===== config.mk =====
export PLATFORM = sky130hd
export DESIGN_NAME = writeback_unit
export DESIGN_NICKNAME = d
export VERILOG_FILES = /design/src/rtl/writeback_unit_pkg.sv /design/src/rtl/writeback_unit_queue.sv /design/src/rtl/writeback_unit.sv
export SDC_FILE = /design/constraint.sdc
export NUM_CORES = 1
export LEC_CHECK = 0
export CORE_AREA = 2 2 135 190
export CTS_CLUSTER_SIZE = 12
export DETAILED_ROUTE_END_ITERATION = 6
export DIE_AREA = 0 0 137 192
export GPL_ROUTABILITY_DRIVEN = 1
export GPL_TIMING_DRIVEN = 0
export MAX_ROUTING_LAYER = met4
export SLEW_MARGIN = 10
export SYNTH_ARGS = -nofsm -noshare
export SYNTH_HDL_FRONTEND = slang
export SYNTH_SLANG_ARGS = --single-unit

===== constraint.sdc =====
create_clock -name clk -period 6.4 [get_ports clk]
set_input_delay 0.64 -clock clk [delete_from_list [all_inputs] [get_ports clk]]
set_output_delay 0.64 -clock clk [all_outputs]
set_load 0.01 [all_outputs]

===== src/rtl/writeback_unit_pkg.sv =====
// Shared opcode/funct3 constants, the writeback entry type and the load
// extraction helper used by the writeback stage.
package wb_pkg;

  localparam int XLEN_MAX = 64;

  localparam logic [6:0] OP_LOAD   = 7'b0000011;
  localparam logic [6:0] OP_STORE  = 7'b0100011;
  localparam logic [6:0] OP_BRANCH = 7'b1100011;
  localparam logic [6:0] OP_JAL    = 7'b1101111;
  localparam logic [6:0] OP_JALR   = 7'b1100111;

  localparam logic [2:0] F3_LB  = 3'd0;
  localparam logic [2:0] F3_LH  = 3'd1;
  localparam logic [2:0] F3_LW  = 3'd2;
  localparam logic [2:0] F3_LD  = 3'd3;
  localparam logic [2:0] F3_LBU = 3'd4;
  localparam logic [2:0] F3_LHU = 3'd5;
  localparam logic [2:0] F3_LWU = 3'd6;

  typedef struct packed {
    logic                we;
    logic [4:0]          addr;
    logic [XLEN_MAX-1:0] data;
  } wb_entry_t;

  typedef struct packed {
    logic                ok;
    logic [XLEN_MAX-1:0] data;
  } ld_res_t;

  // Result is always extended to 64 bits; callers truncate to their XLEN.
  function automatic ld_res_t load_extend(input logic [2:0]  funct3,
                                          input logic [2:0]  lane,
                                          input logic [63:0] word,
                                          input logic        is64);
    logic [63:0] sh;
    ld_res_t     r;
    sh     = word >> {lane, 3'b000};
    r.ok   = 1'b1;
    r.data = '0;
    case (funct3)
      F3_LB:  r.data = {{56{sh[7]}}, sh[7:0]};
      F3_LH:  r.data = {{48{sh[15]}}, sh[15:0]};
      F3_LW:  r.data = {{32{sh[31]}}, sh[31:0]};
      F3_LBU: r.data = {56'd0, sh[7:0]};
      F3_LHU: r.data = {48'd0, sh[15:0]};
      F3_LWU: begin
        r.ok   = is64;
        r.data = {32'd0, sh[31:0]};
      end
      F3_LD: begin
        r.ok   = is64;
        r.data = sh;
      end
      default: r.ok = 1'b0;
    endcase
    return r;
  endfunction

endpackage


===== src/rtl/writeback_unit_queue.sv =====
// Generic synchronous FIFO with age-ordered read-out of every slot so the
// parent can search pending entries.
module wb_queue #(
  parameter int DEPTH = 2,
  parameter int W     = 38
) (
  input  logic                      clk,
  input  logic                      rst,
  input  logic                      push_i,
  input  logic [W-1:0]              din_i,
  input  logic                      pop_i,
  output logic                      full_o,
  output logic                      empty_o,
  output logic [W-1:0]              head_o,
  output logic [DEPTH-1:0][W-1:0]   ent_o,
  output logic [DEPTH-1:0]          vld_o
);

  localparam int PW = (DEPTH > 1) ? $clog2(DEPTH) : 1;
  localparam int CW = $clog2(DEPTH + 1);

  logic [W-1:0]  mem_q [DEPTH];
  logic [PW-1:0] rd_q, rd_d, wr_q, wr_d;
  logic [CW-1:0] cnt_q, cnt_d;

  function automatic logic [PW-1:0] nxt(input logic [PW-1:0] p);
    return (p == PW'(DEPTH - 1)) ? '0 : p + PW'(1);
  endfunction

  always_comb begin
    rd_d  = rd_q;
    wr_d  = wr_q;
    cnt_d = cnt_q + CW'(push_i) - CW'(pop_i);
    if (push_i) wr_d = nxt(wr_q);
    if (pop_i)  rd_d = nxt(rd_q);
  end

  always_ff @(posedge clk) begin
    if (rst) begin
      rd_q  <= '0;
      wr_q  <= '0;
      cnt_q <= '0;
    end else begin
      rd_q  <= rd_d;
      wr_q  <= wr_d;
      cnt_q <= cnt_d;
    end
  end

  always_ff @(posedge clk) begin
    if (push_i) mem_q[wr_q] <= din_i;
  end

  assign full_o  = (cnt_q == CW'(DEPTH));
  assign empty_o = (cnt_q == '0);
  assign head_o  = mem_q[rd_q];

  // Slot i of the read-out is the i-th oldest entry.
  always_comb begin
    for (int i = 0; i < DEPTH; i++) begin
      int sum;
      sum = int'(rd_q) + i;
      if (sum >= DEPTH) sum = sum - DEPTH;
      ent_o[i] = mem_q[PW'(sum)];
      vld_o[i] = (CW'(i) < cnt_q);
    end
  end

endmodule


===== src/rtl/writeback_unit.sv =====
// RISC-V writeback stage: forms the register-file write for each instruction,
// queues it, drains it with handshakes and offers forwarding over pending writes.
module writeback_unit
  import wb_pkg::*;
#(
  parameter int XLEN    = 32,
  parameter int DEPTH   = 2,
  parameter int PC_STEP = 1,
  parameter int COUNT_W = 16
) (
  input  logic               clk,
  input  logic               rst,
  input  logic               in_valid,
  output logic               in_ready,
  input  logic [31:0]        in_ir,
  input  logic [XLEN-1:0]    in_pc,
  input  logic [XLEN-1:0]    in_alu,
  input  logic [XLEN-1:0]    in_mem,
  output logic               rf_we,
  output logic [4:0]         rf_addr,
  output logic [XLEN-1:0]    rf_data,
  input  logic               rf_ready,
  input  logic [4:0]         lk_addr,
  output logic               lk_hit,
  output logic [XLEN-1:0]    lk_data,
  output logic [COUNT_W-1:0] retired,
  output logic               ld_err
);

  localparam int EW = XLEN + 6;

  logic [6:0]          opcode;
  logic [4:0]          rd;
  logic [2:0]          funct3;
  logic [2:0]          lane;
  logic [63:0]         mem64;
  logic [XLEN-1:0]     link;
  ld_res_t             ld_r;
  wb_entry_t           ent_d;
  logic                ld_bad;

  logic                push, pop, q_full, q_empty;
  logic [EW-1:0]       push_data, head;
  logic [DEPTH-1:0][EW-1:0] ents;
  logic [DEPTH-1:0]    ent_vld;
  logic                head_we;

  logic [COUNT_W-1:0]  retired_q, retired_d;
  logic                ld_err_q, ld_err_d;

  logic                unused_bits;

  assign opcode = in_ir[6:0];
  assign rd     = in_ir[11:7];
  assign funct3 = in_ir[14:12];
  assign lane   = (XLEN == 64) ? in_alu[2:0] : {1'b0, in_alu[1:0]};
  assign mem64  = 64'(in_mem);
  assign link   = in_pc + XLEN'(PC_STEP);
  assign ld_r   = load_extend(funct3, lane, mem64, XLEN == 64);

  always_comb begin
    ent_d.we   = 1'b1;
    ent_d.addr = rd;
    ent_d.data = 64'(in_alu);
    ld_bad     = 1'b0;
    case (opcode)
      OP_STORE, OP_BRANCH: begin
        ent_d.we   = 1'b0;
        ent_d.addr = 5'd0;
      end
      OP_JAL, OP_JALR: ent_d.data = 64'(link);
      OP_LOAD: begin
        ent_d.data = 64'(XLEN'(ld_r.data));
        ld_bad     = !ld_r.ok;
      end
      default: ;
    endcase
    if (rd == 5'd0 || ld_bad) ent_d.we = 1'b0;
  end

  assign unused_bits = ^{in_ir[31:15], ent_d.data, ld_r.data};
  assign push_data   = {ent_d.we, ent_d.addr, ent_d.data[XLEN-1:0]};

  // Input is gated only by occupancy so in_ready never depends on rf_ready.
  assign in_ready = !q_full && !rst;
  assign push     = in_valid && in_ready;
  assign head_we  = head[EW-1];
  assign pop      = !q_empty && (rf_ready || !head_we);

  wb_queue #(
    .DEPTH (DEPTH),
    .W     (EW)
  ) u_queue (
    .clk     (clk),
    .rst     (rst),
    .push_i  (push),
    .din_i   (push_data),
    .pop_i   (pop),
    .full_o  (q_full),
    .empty_o (q_empty),
    .head_o  (head),
    .ent_o   (ents),
    .vld_o   (ent_vld)
  );

  assign rf_we   = !q_empty && head_we;
  assign rf_addr = q_empty ? 5'd0 : head[EW-2 -: 5];
  assign rf_data = q_empty ? '0 : head[XLEN-1:0];

  // Oldest to youngest, so a later match overrides an earlier one.
  always_comb begin
    lk_hit  = 1'b0;
    lk_data = '0;
    for (int i = 0; i < DEPTH; i++) begin
      if (ent_vld[i] && ents[i][EW-1] && (ents[i][EW-2 -: 5] == lk_addr) &&
          (lk_addr != 5'd0)) begin
        lk_hit  = 1'b1;
        lk_data = ents[i][XLEN-1:0];
      end
    end
  end

  always_comb begin
    retired_d = retired_q + COUNT_W'(pop);
    ld_err_d  = ld_err_q || (push && ld_bad);
  end

  always_ff @(posedge clk) begin
    if (rst) begin
      retired_q <= '0;
      ld_err_q  <= 1'b0;
    end else begin
      retired_q <= retired_d;
      ld_err_q  <= ld_err_d;
    end
  end

  assign retired = retired_q;
  assign ld_err  = ld_err_q;

endmodule


[After elaboration in Yosys (flattened, before gate mapping)]
Memories as Yosys holds them, arrays and structs flattened. A register that Yosys moved wholly into a read port is not among the register bits.
Cells that the tools add are included.
Word-level totals
  RAM bits: 76
  output and inout port bits: 89
  input bits: 137
  register bits after elaboration: 21
  memories: 1
  logic and storage cells: 80
Memories
  u_queue.mem_q: depth 2, width 38, rd ports 3, clocked after Yosys merged registers in 1, wr ports 1, line writeback_unit_queue.sv:22  | logic [W-1:0] mem_q [DEPTH];
Cells by class
  eq/ne operators: 14
  $lt $le $gt $ge: 4
  $add $sub $neg: 9
  mux-type cells: 20
  shifts and indexed selects: 1
  reductions and logical operators: 26
Operators by type and width (number)
  $pmux 32 s7: 1
  $mux 32: 3
  $pmux 32 s2: 1
  $add 32x1->32 const B: 1
  $shr 32x5->32: 1
  $eq 7x7->1 const B: 3
  $add 16x1->16: 1
  $mux 1: 13
  $logic_and 1x1->1: 11
  $eq 5x5->1: 2
  $eq 3x3->1 const B: 3
  $eq 7x2->1 const B: 1
  $eq 7x6->1 const B: 1
  $eq 3x2->1 const B: 2
  $mux 6: 1
  $logic_not 1->1: 5
  $logic_not 5->1: 1
  $mux 5: 1
  $reduce_bool 5->1: 1
  $reduce_or 5->1: 1
  $lt 1x2->1 const A: 2
  $reduce_or 2->1: 2
  $eq 3x1->1 const B: 1
  $logic_not 3->1: 1
  other kinds (10): 14

[Logic depth before layout (Yosys ltp)]
Gate-level depths: netlist of run 1.
An unclocked memory read counts as a cell.
  depth in word-level cells: 8
  mapped depth: 13
  mapped depth without buffers: 11

[Modules after synthesis]
A second synthesis of run 1 with hierarchy kept.
Unflattened totals
  cell total of the unflattened synthesis: 679
  area, all modules: 7158.1 sq um
By module, submodules not included
  wb_queue: area each 3846.2 sq um, seq. area each 2382.3 sq um, cells an instance 221, instances 1
  writeback_unit: area each 3311.9 sq um, seq. area each 340.3 sq um, cells an instance 458, instances 1

[Least setup slack after synthesis of run 1]
OpenSTA, ideal clock, no wires.
  kind: input -> register
  start: input rst
  end: memory u_queue.mem_q[0][0] (enable)
  setup time: 0.438 ns
  stages: 3
  data required time: 5.962 ns
  path slack: 3.046 ns
  arrival time: 2.916 ns
  buffers on the path: 0
  path through: a21oi_1 > and2_0 > nor2b_1
Between the ends
  longest elaborated chain between the ends: 5
Ends and longest elaborated chain
  from (decl): line writeback_unit.sv:12  | input logic rst,
  $logic_not 1->1: line writeback_unit.sv:85  | assign in_ready = !q_full && !rst;
  $logic_and 1x1->1: line writeback_unit.sv:85
  $logic_and 1x1->1: line writeback_unit.sv:86  | assign push = in_valid && in_ready;
  named net push: line writeback_unit.sv:42  | logic push, pop, q_full, q_empty;
  $mux 1: line writeback_unit_queue.sv:51  | if (push_i) mem_q[wr_q] <= din_i;
  $mux 1 (implied by the code): line writeback_unit_queue.sv:51
  to (decl): line writeback_unit_queue.sv:22
The timed path passes the listed nets, and every way through them passes these cells.

[Final worst setup path of run 1]
  start: input lk_addr[1]
  end: output lk_data[11]
Between the ends
  longest elaborated chain between the ends: 5
  elaborated cells on any way between the ends: 9
  classes of those cells: eq/ne (2); mux (2); reduce/logical (5)
Ends and longest elaborated chain
  from (decl): line writeback_unit.sv:23  | input logic [4:0] lk_addr,
  $eq 5x5->1: line writeback_unit.sv:115  | if (ent_vld[i] && ents[i][EW-1] && (ents[i][EW-2 -: 5] == lk_addr) &&
  $logic_and 1x1->1 (2 in series): line writeback_unit.sv:115
  $mux 32: line writeback_unit.sv:115
  $mux 32 *: line writeback_unit.sv:115
  to (decl): line writeback_unit.sv:25  | output logic [XLEN-1:0] lk_data,
Every way passes the cells marked *; elsewhere a longest branch is shown, timed or not.

==> flow_summary.html, run 1 <==
<table>
<tr><th>Metric</th><th>Value</th></tr>
<tr><th colspan="2">Outcome</th></tr>
<tr><td>Result of the run</td><td>finished, final reports clean</td></tr>
<tr><th colspan="2">Layout</th></tr>
<tr><td>Final core utilization</td><td>36.4%</td></tr>
<tr><td>Layout area overhead</td><td>46.4%</td></tr>
<tr><td>Share of layout cells above drive strength 1</td><td>7.61%</td></tr>
<tr><td>Final #Nets</td><td>952</td></tr>
<tr><th colspan="2">Global route</th></tr>
<tr><td>Maximum number of pins on one net before global-route repair</td><td>21</td></tr>
<tr><td>Initial antenna violation count</td><td>4</td></tr>
<tr><td>GR Overflow Total</td><td>0</td></tr>
<tr><td>Vias in the first global route</td><td>5535</td></tr>
<tr><td>Global-route wire length before repair</td><td>32.6 mm</td></tr>
<tr><td>Global-route usage over all layers</td><td>17.3%</td></tr>
<tr><th colspan="2">Power and ir drop</th></tr>
<tr><td>Cell Pwr Density</td><td>241 nW/um2</td></tr>
<tr><td>Leak Pwr</td><td>2.96 nW</td></tr>
<tr><td>IR drop worst, VDD</td><td>0.123 mV</td></tr>
<tr><th colspan="2">Floorplanning</th></tr>
<tr><td>Core Area</td><td>24500 um2</td></tr>
<tr><td>Die boundary height</td><td>192 um</td></tr>
<tr><td>Row Count</td><td>68</td></tr>
<tr><td>Die Area</td><td>26300 um2</td></tr>
<tr><td>Die W</td><td>137 um</td></tr>
<tr><td>Starting density of the core</td><td>24.8%</td></tr>
<tr><td>I/O pins</td><td>226</td></tr>
<tr><th colspan="2">Clock network</th></tr>
<tr><td>Maximum clock path buffer count</td><td>2</td></tr>
<tr><td>Clock sink total</td><td>98</td></tr>
<tr><td>Post-CTS setup buffer count</td><td>0</td></tr>
<tr><td>CTS tree</td><td>done</td></tr>
<tr><td>Insertion delay of the later-clocked pin in the worst-skew pair</td><td>350 ps</td></tr>
<tr><td>Number of gates given a new drive strength after cts</td><td>0</td></tr>
<tr><td>H-tree lvl count</td><td>3</td></tr>
<tr><td>Clock-pin slew reported for the worst setup and hold paths after clock tree synthesis</td><td>60 ps</td></tr>
<tr><td>Buffer type at the clock tree root</td><td>sky130_fd_sc_hd__clkbuf_16</td></tr>
<tr><td>Total CTS buffers</td><td>9</td></tr>
<tr><td>Quantity of hold-fixing buffers added after cts</td><td>0</td></tr>
<tr><th colspan="2">Drt</th></tr>
<tr><td>Pre-Repair DR Iteration Count</td><td>5</td></tr>
<tr><td>Total vias in the final route</td><td>5707</td></tr>
<tr><td>Routed vias/inst</td><td>5.03</td></tr>
<tr><td>Number of remaining DRC errors</td><td>0</td></tr>
<tr><td>Routed wirelength normalized by instance count</td><td>20.1 um</td></tr>
<tr><td>DRT Wirelength</td><td>22.8 mm</td></tr>
<tr><td>Iteration-0 DRC count of the detailed router</td><td>272</td></tr>
<tr><td>Antenna Nets Post-Route</td><td>0</td></tr>
<tr><th colspan="2">Yosys</th></tr>
<tr><td>Area leader, netlist</td><td>sky130_fd_sc_hd__edfxtp_1</td></tr>
<tr><td>Number of enable flip-flop cells after synthesis</td><td>76</td></tr>
<tr><td>Netlist Area Pre-Place</td><td>6090 um2</td></tr>
<tr><td>Synthesized area divided by synthesized cell count</td><td>10.3 um2</td></tr>
<tr><td>Number of distinct library cell variants in the gate-level netlist after synthesis</td><td>45</td></tr>
<tr><td>Most common cell in the netlist</td><td>sky130_fd_sc_hd__edfxtp_1</td></tr>
<tr><td>Leading cell types by count after synthesis</td><td>sky130_fd_sc_hd__edfxtp_1 (76), sky130_fd_sc_hd__nor2_1 (74), sky130_fd_sc_hd__mux2i_1 (59)</td></tr>
<tr><td>Syn Nets</td><td>733</td></tr>
<tr><td>Predominant post-synthesis flop cell</td><td>sky130_fd_sc_hd__edfxtp_1</td></tr>
<tr><td>Main area contributors after synthesis</td><td>sky130_fd_sc_hd__edfxtp_1 (38%), sky130_fd_sc_hd__mux2i_1 (9.7%), sky130_fd_sc_hd__dfxtp_1 (7.2%)</td></tr>
<tr><td>Register bit count reported by yosys</td><td>98</td></tr>
<tr><td>Post-synthesis instance total</td><td>591</td></tr>
<tr><td>Fraction of post-synthesis cell area in the top cell type by area</td><td>37.5%</td></tr>
<tr><td>Register area share after synthesis</td><td>44.7%</td></tr>
<tr><td>Total number of yosys warnings</td><td>0</td></tr>
<tr><td>Post-synthesis async set-or-reset flop share</td><td>0%</td></tr>
<tr><th colspan="2">Worst setup path</th></tr>
<tr><td>Cell type with the highest occurrence count on the critical path</td><td>sky130_fd_sc_hd__clkdlybuf4s50_1</td></tr>
<tr><td>Critical path required time</td><td>5760 ps</td></tr>
<tr><td>Start-to-end type of the worst setup path</td><td>input pin to primary output</td></tr>
<tr><td>Cell with the largest stage delay on the worst path</td><td>sky130_fd_sc_hd__clkdlybuf4s50_1</td></tr>
<tr><td>Crit path arrival time</td><td>3430 ps</td></tr>
<tr><td>Maximum fanout along the worst path</td><td>10</td></tr>
<tr><td>Worst path cell trace</td><td>clkdlybuf4s50_1 -&gt; or4_1 -&gt; nor2_1 -&gt; or4_4 -&gt; mux2i_4 -&gt; buf_6 -&gt; a22o_1 -&gt; clkdlybuf4s50_1</td></tr>
<tr><td>Nature of the critical path endpoint</td><td>primary output</td></tr>
<tr><td>Startpoint types</td><td>input pin</td></tr>
<tr><td>Worst path max stage delay</td><td>600 ps</td></tr>
<tr><th colspan="2">STA</th></tr>
<tr><td>Slew of the pin with the lowest slew margin</td><td>1230 ps</td></tr>
<tr><td>Highest achievable clock rate</td><td>246 MHz</td></tr>
<tr><td>Clock tree skew after final layout</td><td>8.36 ps</td></tr>
<tr><td>Relative slew margins</td><td>17.8%</td></tr>
<tr><td>Setup Viol. Count Final</td><td>0</td></tr>
<tr><td>Hold violation count in the final report</td><td>0</td></tr>
<tr><td>Setup WS post-layout</td><td>2330 ps</td></tr>
<tr><td>RSZ-0062 raised after global routing</td><td>false</td></tr>
<tr><td>Max-slew violations</td><td>0</td></tr>
<tr><td>Period Utilization, post-route</td><td>63.5%</td></tr>
<tr><td>Sum of negative setup slack</td><td>0 ps</td></tr>
<tr><td>Shortest period the worst path allows</td><td>4070 ps</td></tr>
<tr><th colspan="2">Placement</th></tr>
<tr><td>Input/output buffers</td><td>206</td></tr>
<tr><td>Worst setup timing slack at the placement stage</td><td>2310 ps</td></tr>
<tr><td>Final RePlAce weighted congestion</td><td>0.888</td></tr>
<tr><td>HPWL reported at the end of detailed placement</td><td>18.5 mm</td></tr>
<tr><th colspan="2">Hold path</th></tr>
<tr><td>Type of the tightest min-delay check</td><td>flop to flop</td></tr>
<tr><th colspan="2">Run</th></tr>
<tr><td>Max Cap Violations</td><td>0</td></tr>
</table>
## sequential cells by signal (all words and copies together) (netlist names), named ones only
signal and flops:
u_queue.mem_q 76, u_queue.cnt_q 2, u_queue.rd_q 1, ld_err 1, retired 16, u_queue.wr_q 1
## cell usage in the layout (no fill, tap or decap), drive strengths merged, types with 15 or more instances in the layout
cell | Yosys | final
clkdlybuf4s50 | 0 | 206
edfxtp | 76 | 76
nor2 | 74 | 74
mux2i | 62 | 62
o21ai | 53 | 53
xor2 | 33 | 33
a22o | 32 | 32
clkbuf | 17 | 30
nand2 | 28 | 28
nand3 | 24 | 24
dfxtp | 22 | 22
buf | 20 | 22
xnor2 | 19 | 19
a21oi | 16 | 16
a221oi | 15 | 15
## worst max-delay path: cells and delay by family
family	cells	cell delay, ps
AO/OA/AOI/OAI	1	160
buffers and inverters	3	1290
multiplexers	1	420
AND/OR/NAND/NOR	3	920
## power breakdown
| group | internal [mW] | switching [mW] | total, mW | leakage, nW |
|---|---|---|---|---|
| Clock | 0.313 | 0.240 | 0.553 | 0.152 |
| Sequential | 0.740 | 0.0218 | 0.762 | 0.872 |
| Combinational | 0.416 | 0.419 | 0.835 | 1.93 |
| Total | 1.47 | 0.681 | 2.15 | 2.96 |
## routing by layer
metal / GRT usage (%) / share of wire [%]
met1: 19.7 / 39
met2: 29.9 / 52
met3: 2.11 / 5.1
met4: 8.41 / 4.1
met5: - / 0
## final cells by class
cell class	instances	area [um2]
antenna	4	10.0
fill	2509	15600
clock buffer	13	282
multi-input combinational	450	3140
clock inverter	3	26.3
timing repair buffer	208	2100
tap	315	394
sequential	98	2720
inverter	6	22.5
buffer	37	209
## worst paths after layout
| kind | startpoint | to | slack, ps | cells past startpoint |
|---|---|---|---|---|
| max reg2reg | flop | retired[14] | 3300 | 13 |
| max | lk_addr[1] | lk_data[11] | 2330 | 8 |
| min | ld_err | ld_err | 470 | 2 |
| min reg2reg | ld_err | ld_err | 470 | 2 |
## through the flow
stage                     instances  total power [mW]  instance area (um2)  hold WS [ps]
after floorplan                 591              1.20                 6090           498
after CTS                      1130              2.17                 8900           476
after global placement         1112              1.61                 8540           453
final                          1134              2.15                 8910           467
after global routing           1134              2.26                 8910           516
after detailed placement       1114              1.62                 8590           461
## kinds of logic (layout without fill, tap and decap cells)
group                      Yosys count  after routing  synth area share (%)
AOI/OAI and AO/OA                  136            136                  15.4
xor gates and xnor gates            52             52                  7.48
adders and majority gates            5              5                  1.03
buffers and inverters               43            267                  3.80
DFF                                 98             98                  44.7
muxes                               71             71                  12.5
other                                0              4                     0
and+or+nand+nor                    186            186                  15.0
Power figures use the tool's default switching activity.
==> run 2: changes to the inputs <==
==> constraint.sdc (replaced) <==
create_clock -name clk -period 3.7 [get_ports clk]
set_input_delay 0.37 -clock clk [delete_from_list [all_inputs] [get_ports clk]]
set_output_delay 0.37 -clock clk [all_outputs]
set_load 0.01 [all_outputs]
==> flow_summary.html, run 2 (synthesis results as in run 1) <==
<table>
<tr><th>Metric</th><th>Value</th></tr>
<tr><th colspan="2">Power and ir drop</th></tr>
<tr><td>Overall power</td><td>3.73 mW (+73%)</td></tr>
<tr><td>IR drop worst, VDD</td><td>0.214 mV (+74%)</td></tr>
<tr><td>Leak Pwr</td><td>2.97 nW (+0.57%)</td></tr>
<tr><td>Cell Pwr Density</td><td>416 nW/um2 (+72%)</td></tr>
<tr><th colspan="2">Hold path</th></tr>
<tr><td>Type of the tightest min-delay check</td><td>flop to flop</td></tr>
<tr><td>Terminating pin of the worst hold path</td><td>ld_err</td></tr>
<tr><td>Worst hold path cell count</td><td>2 (unchanged)</td></tr>
<tr><td>Min-delay src</td><td>ld_err</td></tr>
<tr><th colspan="2">Outcome</th></tr>
<tr><td>Result of the run</td><td>finished, final reports clean</td></tr>
<tr><th colspan="2">Worst setup path</th></tr>
<tr><td>Cell with the largest stage delay on the worst path</td><td>sky130_fd_sc_hd__or4_4</td></tr>
<tr><td>R2R cell count</td><td>13 (unchanged)</td></tr>
<tr><td>Maximum fanout along the worst path</td><td>10 (unchanged)</td></tr>
<tr><td>Cell type with the highest occurrence count on the critical path</td><td>sky130_fd_sc_hd__buf_6</td></tr>
<tr><td>Startpoint types</td><td>flop</td></tr>
<tr><td>Crit path arrival time</td><td>3160 ps (-270 ps)</td></tr>
<tr><td>Capture instance of the worst register-to-register path</td><td>retired[14]</td></tr>
<tr><td>Worst path max stage delay</td><td>490 ps (-110 ps)</td></tr>
<tr><td>Nature of the critical path endpoint</td><td>primary output</td></tr>
<tr><td>Critical path required time</td><td>3330 ps (-2430 ps)</td></tr>
<tr><td>Register-to-register setup slack</td><td>560 ps (-2740 ps)</td></tr>
<tr><td>Start-to-end type of the worst setup path</td><td>flop to primary output</td></tr>
<tr><td>Worst path cell trace</td><td>buf_6 -&gt; mux2i_1 -&gt; xor2_1 -&gt; nand4_1 -&gt; or4_4 -&gt; mux2i_4 -&gt; buf_12 -&gt; buf_6 -&gt; a22o_2 -&gt; clkdlybuf4s50_1</td></tr>
<tr><th colspan="2">Drt</th></tr>
<tr><td>DRT Wirelength</td><td>22.8 mm (+0.11%)</td></tr>
<tr><td>Pre-Repair DR Iteration Count</td><td>5 (unchanged)</td></tr>
<tr><td>Routed vias/inst</td><td>5.00 (-0.56%)</td></tr>
<tr><td>Number of remaining DRC errors</td><td>0 (unchanged)</td></tr>
<tr><td>Routed wirelength normalized by instance count</td><td>20.1 um (about the same)</td></tr>
<tr><td>Total vias in the final route</td><td>5685 (-0.39%)</td></tr>
<tr><td>Antenna Nets Post-Route</td><td>0 (unchanged)</td></tr>
<tr><td>Iteration-0 DRC count of the detailed router</td><td>290 (+6.6%)</td></tr>
<tr><th colspan="2">Clock network</th></tr>
<tr><td>Buffer type at the clock tree root</td><td>sky130_fd_sc_hd__clkbuf_16</td></tr>
<tr><td>Maximum clock path buffer count</td><td>2 (unchanged)</td></tr>
<tr><td>Insertion delay of the later-clocked pin in the worst-skew pair</td><td>350 ps (about the same)</td></tr>
<tr><td>H-tree lvl count</td><td>3 (unchanged)</td></tr>
<tr><td>CTS tree</td><td>done</td></tr>
<tr><td>Clock-pin slew reported for the worst setup and hold paths after clock tree synthesis</td><td>70 ps (about the same)</td></tr>
<tr><td>Clock sink total</td><td>98 (unchanged)</td></tr>
<tr><td>Quantity of hold-fixing buffers added after cts</td><td>0 (unchanged)</td></tr>
<tr><td>Total CTS buffers</td><td>9 (unchanged)</td></tr>
<tr><th colspan="2">Placement</th></tr>
<tr><td>HPWL reported at the end of detailed placement</td><td>18.5 mm (unchanged)</td></tr>
<tr><td>Input/output buffers</td><td>206 (unchanged)</td></tr>
<tr><td>Placed cell area</td><td>8590 um2 (unchanged)</td></tr>
<tr><td>Final RePlAce weighted congestion</td><td>0.888 (unchanged)</td></tr>
<tr><td>Worst setup timing slack at the placement stage</td><td>147 ps (-2160 ps)</td></tr>
<tr><th colspan="2">STA</th></tr>
<tr><td>Slew of the pin with the lowest slew margin</td><td>1230 ps (+9.71 ps)</td></tr>
<tr><td>Relative slew margins</td><td>17.2% (-0.65 points)</td></tr>
<tr><td>Clock tree skew after final layout</td><td>8.83 ps (+0.469 ps)</td></tr>
<tr><td>Period Utilization, post-route</td><td>95.3%</td></tr>
<tr><td>Setup WS post-layout</td><td>174 ps (-2160 ps)</td></tr>
<tr><td>Hold violation count in the final report</td><td>0 (unchanged)</td></tr>
<tr><td>Setup Viol. Count Final</td><td>0 (unchanged)</td></tr>
<tr><td>Highest achievable clock rate</td><td>284 MHz</td></tr>
<tr><td>RSZ-0062 raised after global routing</td><td>false</td></tr>
<tr><td>Shortest period the worst path allows</td><td>3530 ps</td></tr>
<tr><td>Sum of negative setup slack</td><td>0 ps (unchanged)</td></tr>
<tr><td>Max-slew violations</td><td>0 (unchanged)</td></tr>
<tr><th colspan="2">Global route</th></tr>
<tr><td>Global-route usage over all layers</td><td>17.3% (unchanged)</td></tr>
<tr><td>GR Overflow Total</td><td>0 (unchanged)</td></tr>
<tr><td>Initial antenna violation count</td><td>4 (unchanged)</td></tr>
<tr><td>Global-route wire length before repair</td><td>32.6 mm (unchanged)</td></tr>
<tr><td>Maximum number of pins on one net before global-route repair</td><td>21 (unchanged)</td></tr>
<tr><td>Vias in the first global route</td><td>5535 (unchanged)</td></tr>
<tr><th colspan="2">Floorplanning</th></tr>
<tr><td>Die boundary height</td><td>192 um (unchanged)</td></tr>
<tr><td>Core Area</td><td>24500 um2 (unchanged)</td></tr>
<tr><td>Die W</td><td>137 um (unchanged)</td></tr>
<tr><td>Starting density of the core</td><td>24.8% (unchanged)</td></tr>
<tr><td>I/O pins</td><td>226 (unchanged)</td></tr>
<tr><td>Die Area</td><td>26300 um2 (unchanged)</td></tr>
<tr><td>Row Count</td><td>68 (unchanged)</td></tr>
<tr><th colspan="2">Layout</th></tr>
<tr><td>FF/Latch Area</td><td>2720 um2 (unchanged)</td></tr>
<tr><td>Most common cell after layout, fill and taps aside</td><td>sky130_fd_sc_hd__clkdlybuf4s50_1</td></tr>
<tr><td>Count of fill cells added during filler insertion</td><td>2506 (-0.12%)</td></tr>
<tr><td>Biggest register</td><td>u_queue.mem_q</td></tr>
<tr><td>Summed area of non-filler cells in the final layout</td><td>8950 um2 (+0.52%)</td></tr>
<tr><td>Commonest cells after routing, fill and taps aside</td><td>sky130_fd_sc_hd__clkdlybuf4s50_1 (206), sky130_fd_sc_hd__edfxtp_1 (76), sky130_fd_sc_hd__nor2_1 (74)</td></tr>
<tr><td>Share of layout cells above drive strength 1</td><td>7.96% (+0.35 points)</td></tr>
<tr><td>Layout area overhead</td><td>47.1%</td></tr>
<tr><td>Area of the multi-input gates</td><td>3150 um2 (+0.20%)</td></tr>
<tr><td>Final #Nets</td><td>954 (+0.21%)</td></tr>
<tr><td>Largest register FFs</td><td>76 (unchanged)</td></tr>
<tr><th colspan="2">Run</th></tr>
<tr><td>Max Cap Violations</td><td>0 (unchanged)</td></tr>
</table>
==> run 2: changes by cell type in the layout (fill, tap and decap cells not counted) <==
cell	before	now
sky130_fd_sc_hd__nor4_2	4	5
sky130_fd_sc_hd__buf_12	2	4
sky130_fd_sc_hd__nor4_1	1	0
==> run 2: stage by stage <==
step	hold WS, ps	util (%)	cells
5_1_grt	516	36.5	1136
3_3_place_gp	453	34.9	1112
3_5_place_dp	461	35.1	1114
2_1_floorplan	442	-	591
4_1_cts	476	36.3	1130
6_report	469	36.5	1136
==> run 2: final cells by class <==
type | instances | share of cell area [%]
multi-input cells | 450 | 35.1
flip-flops and latches | 98 | 30.4
repair buffers | 210 | 23.9
well taps | 315 | 4.40
clock buffers | 13 | 3.14
plain buffers | 37 | 2.33
clock inverters | 3 | 0.293
inverters | 6 | 0.252
diodes | 4 | 0.112
==> run 2: routing by layer <==
metal / up-vias / wire length, um / share of wire, % / track usage (%)
met4: 0 / 947 / 4.1 / 8.41
met2: 222 / 11700 / 51 / 29.9
met1: 2739 / 9000 / 39 / 19.7
met3: 54 / 1170 / 5.1 / 2.11
li1: 2670 / - / - / -
met5: - / 0 / 0 / -
==> run 2: power by group <==
part / internal [mW] / leakage [nW] / switching (mW) / total [mW]
clock: 0.542 / 0.152 / 0.418 / 0.960
combinational: 0.724 / 1.95 / 0.727 / 1.45
sequential: 1.28 / 0.872 / 0.0375 / 1.32
==> run 2: critical path: cells and delay by family, from the launching register on <==
kind / cells / cell delay, ps
XOR/XNOR: 1 / 170
AND/OR/NAND/NOR: 2 / 620
multiplexers: 2 / 460
AO/OA/AOI/OAI: 1 / 290
flip-flops: 1 / 320
buffers and inverters: 4 / 920
==> run 2: worst max-delay path by stage <==
| stage | start | end | cells past startpoint |
|---|---|---|---|
| final | u_queue.rd_q | lk_data[14] | 10 |
| after global routing | flop | lk_data[11] | 11 |
| after CTS | u_queue.rd_q | lk_data[11] | 9 |
| after detailed placement | lk_addr[1] | lk_data[11] | 8 |
| after global placement | rst | u_queue.mem_q[0][12] | 4 |
| after floorplan | u_queue.cnt_q[0] | u_queue.mem_q[0][0] | 4 |
==> run 2: what timing repair did <==
item / CTS / global route
endpoints found under the setup margin: 0 / 30
setup buffers: 0 / 2
resized for setup: 0 / 1
==> run 3: changes to the inputs <==
--- a/config.mk
+++ b/config.mk
@@ -5,10 +5,11 @@
 export SDC_FILE = /design/constraint.sdc
 export NUM_CORES = 1
 export LEC_CHECK = 0
-export CORE_AREA = 2 2 135 190
+export ABC_AREA = 1
+export CORE_AREA = 2 2 149 210
 export CTS_CLUSTER_SIZE = 12
 export DETAILED_ROUTE_END_ITERATION = 6
-export DIE_AREA = 0 0 137 192
+export DIE_AREA = 0 0 151 212
 export GPL_ROUTABILITY_DRIVEN = 1
 export GPL_TIMING_DRIVEN = 0
 export MAX_ROUTING_LAYER = met4
==> flow_summary.html, run 3 <==
<table>
<tr><th>Metric</th><th>Value</th></tr>
<tr><th colspan="2">Global route</th></tr>
<tr><td>GR Overflow Total</td><td>0 (unchanged)</td></tr>
<tr><td>Vias in the first global route</td><td>8133 (+47%)</td></tr>
<tr><td>Global-route wire length before repair</td><td>43.9 mm (+35%)</td></tr>
<tr><td>Global-route usage over all layers</td><td>18.8% (+1.5 points)</td></tr>
<tr><td>Maximum number of pins on one net before global-route repair</td><td>21 (unchanged)</td></tr>
<tr><td>Initial antenna violation count</td><td>0 (-4)</td></tr>
<tr><th colspan="2">Yosys</th></tr>
<tr><td>Predominant post-synthesis flop cell</td><td>sky130_fd_sc_hd__edfxtp_1</td></tr>
<tr><td>Netlist Area Pre-Place</td><td>7450 um2 (+22%)</td></tr>
<tr><td>Post-synthesis instance total</td><td>1192 (+100%)</td></tr>
<tr><td>Fraction of post-synthesis cell area in the top cell type by area</td><td>30.6% (-6.9 points)</td></tr>
<tr><td>Synthesized area divided by synthesized cell count</td><td>6.25 um2 (-39%)</td></tr>
<tr><td>Leading cell types by count after synthesis</td><td>sky130_fd_sc_hd__nand2_1 (399), sky130_fd_sc_hd__nand3_1 (177), sky130_fd_sc_hd__inv_1 (150)</td></tr>
<tr><td>Total number of yosys warnings</td><td>0 (unchanged)</td></tr>
<tr><td>Main area contributors after synthesis</td><td>sky130_fd_sc_hd__edfxtp_1 (31%), sky130_fd_sc_hd__nand2_1 (20%), sky130_fd_sc_hd__nand3_1 (12%)</td></tr>
<tr><td>Number of distinct library cell variants in the gate-level netlist after synthesis</td><td>28 (-38%)</td></tr>
<tr><td>Register bit count reported by yosys</td><td>98 (unchanged)</td></tr>
<tr><td>Most common cell in the netlist</td><td>sky130_fd_sc_hd__nand2_1</td></tr>
<tr><td>Area leader, netlist</td><td>sky130_fd_sc_hd__edfxtp_1</td></tr>
<tr><td>Register area share after synthesis</td><td>36.5% (-8.2 points)</td></tr>
<tr><td>Number of enable flip-flop cells after synthesis</td><td>76 (unchanged)</td></tr>
<tr><td>Syn Nets</td><td>1334 (+82%)</td></tr>
<tr><td>Post-synthesis async set-or-reset flop share</td><td>0% (unchanged)</td></tr>
<tr><th colspan="2">Power and ir drop</th></tr>
<tr><td>IR drop worst, VDD</td><td>0.228 mV (+6.3%)</td></tr>
<tr><td>Leak Pwr</td><td>4.46 nW (+50%)</td></tr>
<tr><td>Overall power</td><td>4.42 mW (+18%)</td></tr>
<tr><td>Cell Pwr Density</td><td>425 nW/um2 (+2.1%)</td></tr>
<tr><th colspan="2">Clock network</th></tr>
<tr><td>Total CTS buffers</td><td>9 (unchanged)</td></tr>
<tr><td>Insertion delay of the later-clocked pin in the worst-skew pair</td><td>340 ps (about the same)</td></tr>
<tr><td>H-tree lvl count</td><td>3 (unchanged)</td></tr>
<tr><td>Clock-pin slew reported for the worst setup and hold paths after clock tree synthesis</td><td>70 ps (about the same)</td></tr>
<tr><td>Post-CTS setup buffer count</td><td>0 (unchanged)</td></tr>
<tr><td>Number of gates given a new drive strength after cts</td><td>0 (unchanged)</td></tr>
<tr><td>Maximum clock path buffer count</td><td>2 (unchanged)</td></tr>
<tr><td>Quantity of hold-fixing buffers added after cts</td><td>0 (unchanged)</td></tr>
<tr><td>Clock sink total</td><td>98 (unchanged)</td></tr>
<tr><td>Buffer type at the clock tree root</td><td>sky130_fd_sc_hd__clkbuf_16</td></tr>
<tr><td>CTS tree</td><td>done</td></tr>
<tr><th colspan="2">Worst setup path</th></tr>
<tr><td>Maximum fanout along the worst path</td><td>10 (unchanged)</td></tr>
<tr><td>Worst path max stage delay</td><td>550 ps (+60 ps)</td></tr>
<tr><td>Nature of the critical path endpoint</td><td>primary output</td></tr>
<tr><td>Critical path required time</td><td>3330 ps (about the same)</td></tr>
<tr><td>Total number of cells along the worst setup path</td><td>12 (+2)</td></tr>
<tr><td>Cell with the largest stage delay on the worst path</td><td>sky130_fd_sc_hd__clkdlybuf4s50_1</td></tr>
<tr><td>Startpoint types</td><td>flop</td></tr>
<tr><td>R2R cell count</td><td>15 (+2)</td></tr>
<tr><td>Worst path cell trace</td><td>buf_4 -&gt; inv_2 -&gt; nand2_1 -&gt; nand2_1 -&gt; nand2_1 -&gt; nor2_1 -&gt; nand3_1 -&gt; nor2_2 -&gt; buf_4 -&gt; nand3_1 -&gt; nand2_1 -&gt; clkdlybuf4s50_1</td></tr>
<tr><td>Top cell family by delay on the critical path</td><td>buffers and inverters</td></tr>
<tr><td>Crit path arrival time</td><td>2790 ps (-370 ps)</td></tr>
<tr><td>Start-to-end type of the worst setup path</td><td>flop to primary output</td></tr>
<tr><td>Cell type with the highest occurrence count on the critical path</td><td>sky130_fd_sc_hd__nand2_1</td></tr>
<tr><td>Sum of buffers and inverters on the critical path</td><td>4 (unchanged)</td></tr>
<tr><th colspan="2">Layout</th></tr>
<tr><td>Commonest cells after routing, fill and taps aside</td><td>sky130_fd_sc_hd__nand2_1 (399), sky130_fd_sc_hd__clkdlybuf4s50_1 (206), sky130_fd_sc_hd__nand3_1 (177)</td></tr>
<tr><td>Layout area overhead</td><td>39.4%</td></tr>
<tr><td>Biggest register</td><td>u_queue.mem_q</td></tr>
<tr><td>Share of layout cells above drive strength 1</td><td>3.95% (-4.0 points)</td></tr>
<tr><td>Antenna fix cells</td><td>0 (-4)</td></tr>
<tr><td>Most common cell after layout, fill and taps aside</td><td>sky130_fd_sc_hd__nand2_1</td></tr>
<tr><td>Area of the multi-input gates</td><td>3910 um2 (+24%)</td></tr>
<tr><td>Count of fill cells added during filler insertion</td><td>3297 (+32%)</td></tr>
<tr><td>Fin cells</td><td>1806 (+59%)</td></tr>
<tr><td>Final #Nets</td><td>1553 (+63%)</td></tr>
<tr><td>FF/Latch Area</td><td>2720 um2 (unchanged)</td></tr>
<tr><td>Largest register FFs</td><td>76 (unchanged)</td></tr>
<tr><td>Final core utilization</td><td>34.4% (-2.2 points)</td></tr>
<tr><th colspan="2">STA</th></tr>
<tr><td>Sum of negative setup slack</td><td>0 ps (unchanged)</td></tr>
<tr><td>Highest achievable clock rate</td><td>316 MHz (+12%)</td></tr>
<tr><td>Max-slew violations</td><td>0 (unchanged)</td></tr>
<tr><td>RSZ-0062 raised after global routing</td><td>false</td></tr>
<tr><td>Relative slew margins</td><td>55.5% (+38 points)</td></tr>
<tr><td>Slew of the pin with the lowest slew margin</td><td>666 ps (-569 ps)</td></tr>
<tr><td>Clock tree skew after final layout</td><td>5.47 ps (-3.37 ps)</td></tr>
<tr><td>Hold violation count in the final report</td><td>0 (unchanged)</td></tr>
<tr><td>Shortest period the worst path allows</td><td>3160 ps (-365 ps)</td></tr>
<tr><td>Period Utilization, post-route</td><td>85.4% (-9.9 points)</td></tr>
<tr><td>Hold slack final</td><td>419 ps (-49.8 ps)</td></tr>
<tr><td>Setup Viol. Count Final</td><td>0 (unchanged)</td></tr>
<tr><th colspan="2">Drt</th></tr>
<tr><td>Number of remaining DRC errors</td><td>0 (unchanged)</td></tr>
<tr><td>Iteration-0 DRC count of the detailed router</td><td>525 (+81%)</td></tr>
<tr><td>Routed vias/inst</td><td>4.67 (-6.7%)</td></tr>
<tr><td>Pre-Repair DR Iteration Count</td><td>5 (unchanged)</td></tr>
<tr><td>DRT Wirelength</td><td>29.4 mm (+29%)</td></tr>
<tr><td>Antenna Nets Post-Route</td><td>0 (unchanged)</td></tr>
<tr><td>Total vias in the final route</td><td>8433 (+48%)</td></tr>
<tr><td>Routed wirelength normalized by instance count</td><td>16.3 um (-19%)</td></tr>
<tr><th colspan="2">Placement</th></tr>
<tr><td>Cell count after placement</td><td>1790 (+61%)</td></tr>
<tr><td>Final RePlAce weighted congestion</td><td>0.947 (+6.6%)</td></tr>
<tr><td>HPWL reported at the end of detailed placement</td><td>25.0 mm (+35%)</td></tr>
<tr><td>Input/output buffers</td><td>206 (unchanged)</td></tr>
<tr><th colspan="2">Hold path</th></tr>
<tr><td>Type of the tightest min-delay check</td><td>input pin to flop</td></tr>
<tr><td>Worst hold path cell count</td><td>2 (unchanged)</td></tr>
<tr><th colspan="2">Floorplanning</th></tr>
<tr><td>Die W</td><td>151 um (+10%)</td></tr>
<tr><td>I/O pins</td><td>226 (unchanged)</td></tr>
<tr><td>Die boundary height</td><td>212 um (+10%)</td></tr>
<tr><td>Starting density of the core</td><td>24.7% (-0.18 points)</td></tr>
<tr><td>Row Count</td><td>76 (+12%)</td></tr>
<tr><td>Core Area</td><td>30200 um2 (+23%)</td></tr>
<tr><td>Die Area</td><td>32000 um2 (+22%)</td></tr>
<tr><th colspan="2">Outcome</th></tr>
<tr><td>Result of the run</td><td>finished, final reports clean</td></tr>
<tr><th colspan="2">Run</th></tr>
<tr><td>Max Cap Violations</td><td>0 (unchanged)</td></tr>
</table>
==> run 3: logic make-up after synthesis <==
group	count (synthesis)	synth area share, %
fa+ha+maj	5	0.839
simple gates	736	40.8
compound gates	143	10.3
xor+xnor	3	0.353
buf+inv	207	11.2
flops	98	36.5
==> run 3: layout make-up <==
cell class / instances / area share, %
Clock inverter: 7 / 0.879
Sequential cell: 98 / 26.2
Timing Repair Buffer: 208 / 20.4
Clock buffer: 9 / 2.17
Buffer: 53 / 2.46
Inverter: 154 / 5.56
Tap cell: 390 / 4.70
Multi-Input combinational cell: 887 / 37.7
==> run 3: metrics by stage <==
stage,area (um2),setup WS [ps]
6_report,10400,540
5_1_grt,10400,384
4_1_cts,10400,524
3_5_place_dp,10100,685
3_3_place_gp,10000,-329
2_1_floorplan,7450,674
==> run 3: power breakdown <==
part	leakage (nW)	internal, mW	switching [mW]
clock	0.147	0.590	0.396
combinational	3.44	0.854	1.25
sequential	0.872	1.28	0.0411
total	4.46	2.73	1.69
==> run 3: worst reg2reg max path, stage by stage (launching register included) <==
cell	delay [ps]
sky130_fd_sc_hd__dfxtp_1	320
sky130_fd_sc_hd__buf_4	180
sky130_fd_sc_hd__inv_2	110
sky130_fd_sc_hd__nand2_1	70
sky130_fd_sc_hd__nand2_1	70
sky130_fd_sc_hd__inv_1	60
sky130_fd_sc_hd__nor2_1	30
sky130_fd_sc_hd__nor2_1	300
sky130_fd_sc_hd__ha_1	260
sky130_fd_sc_hd__nand3_1	130
sky130_fd_sc_hd__nor2_1	240
sky130_fd_sc_hd__nand3_1	140
sky130_fd_sc_hd__nor2_1	330
sky130_fd_sc_hd__nand3_1	120
sky130_fd_sc_hd__nand2_1	80
sky130_fd_sc_hd__nor2_1	40
==> run 3: final timing paths <==
kind	startpoint	to	slack (ps)
max reg2reg	flop	retired[13]	1140
min reg2reg	ld_err	ld_err	450
max	flop	lk_data[16]	540
min	rst	retired[12]	420
==> run 3: layer usage <==
metal,vias to the layer above,share of wire (%),global-route usage [%],wire length (um)
met5,-,0,-,0
met4,0,5.1,9.80,1490
met3,75,4.4,1.33,1280
met2,289,52,33.8,15100
met1,3795,39,20.6,11500
li1,4274,-,-,-
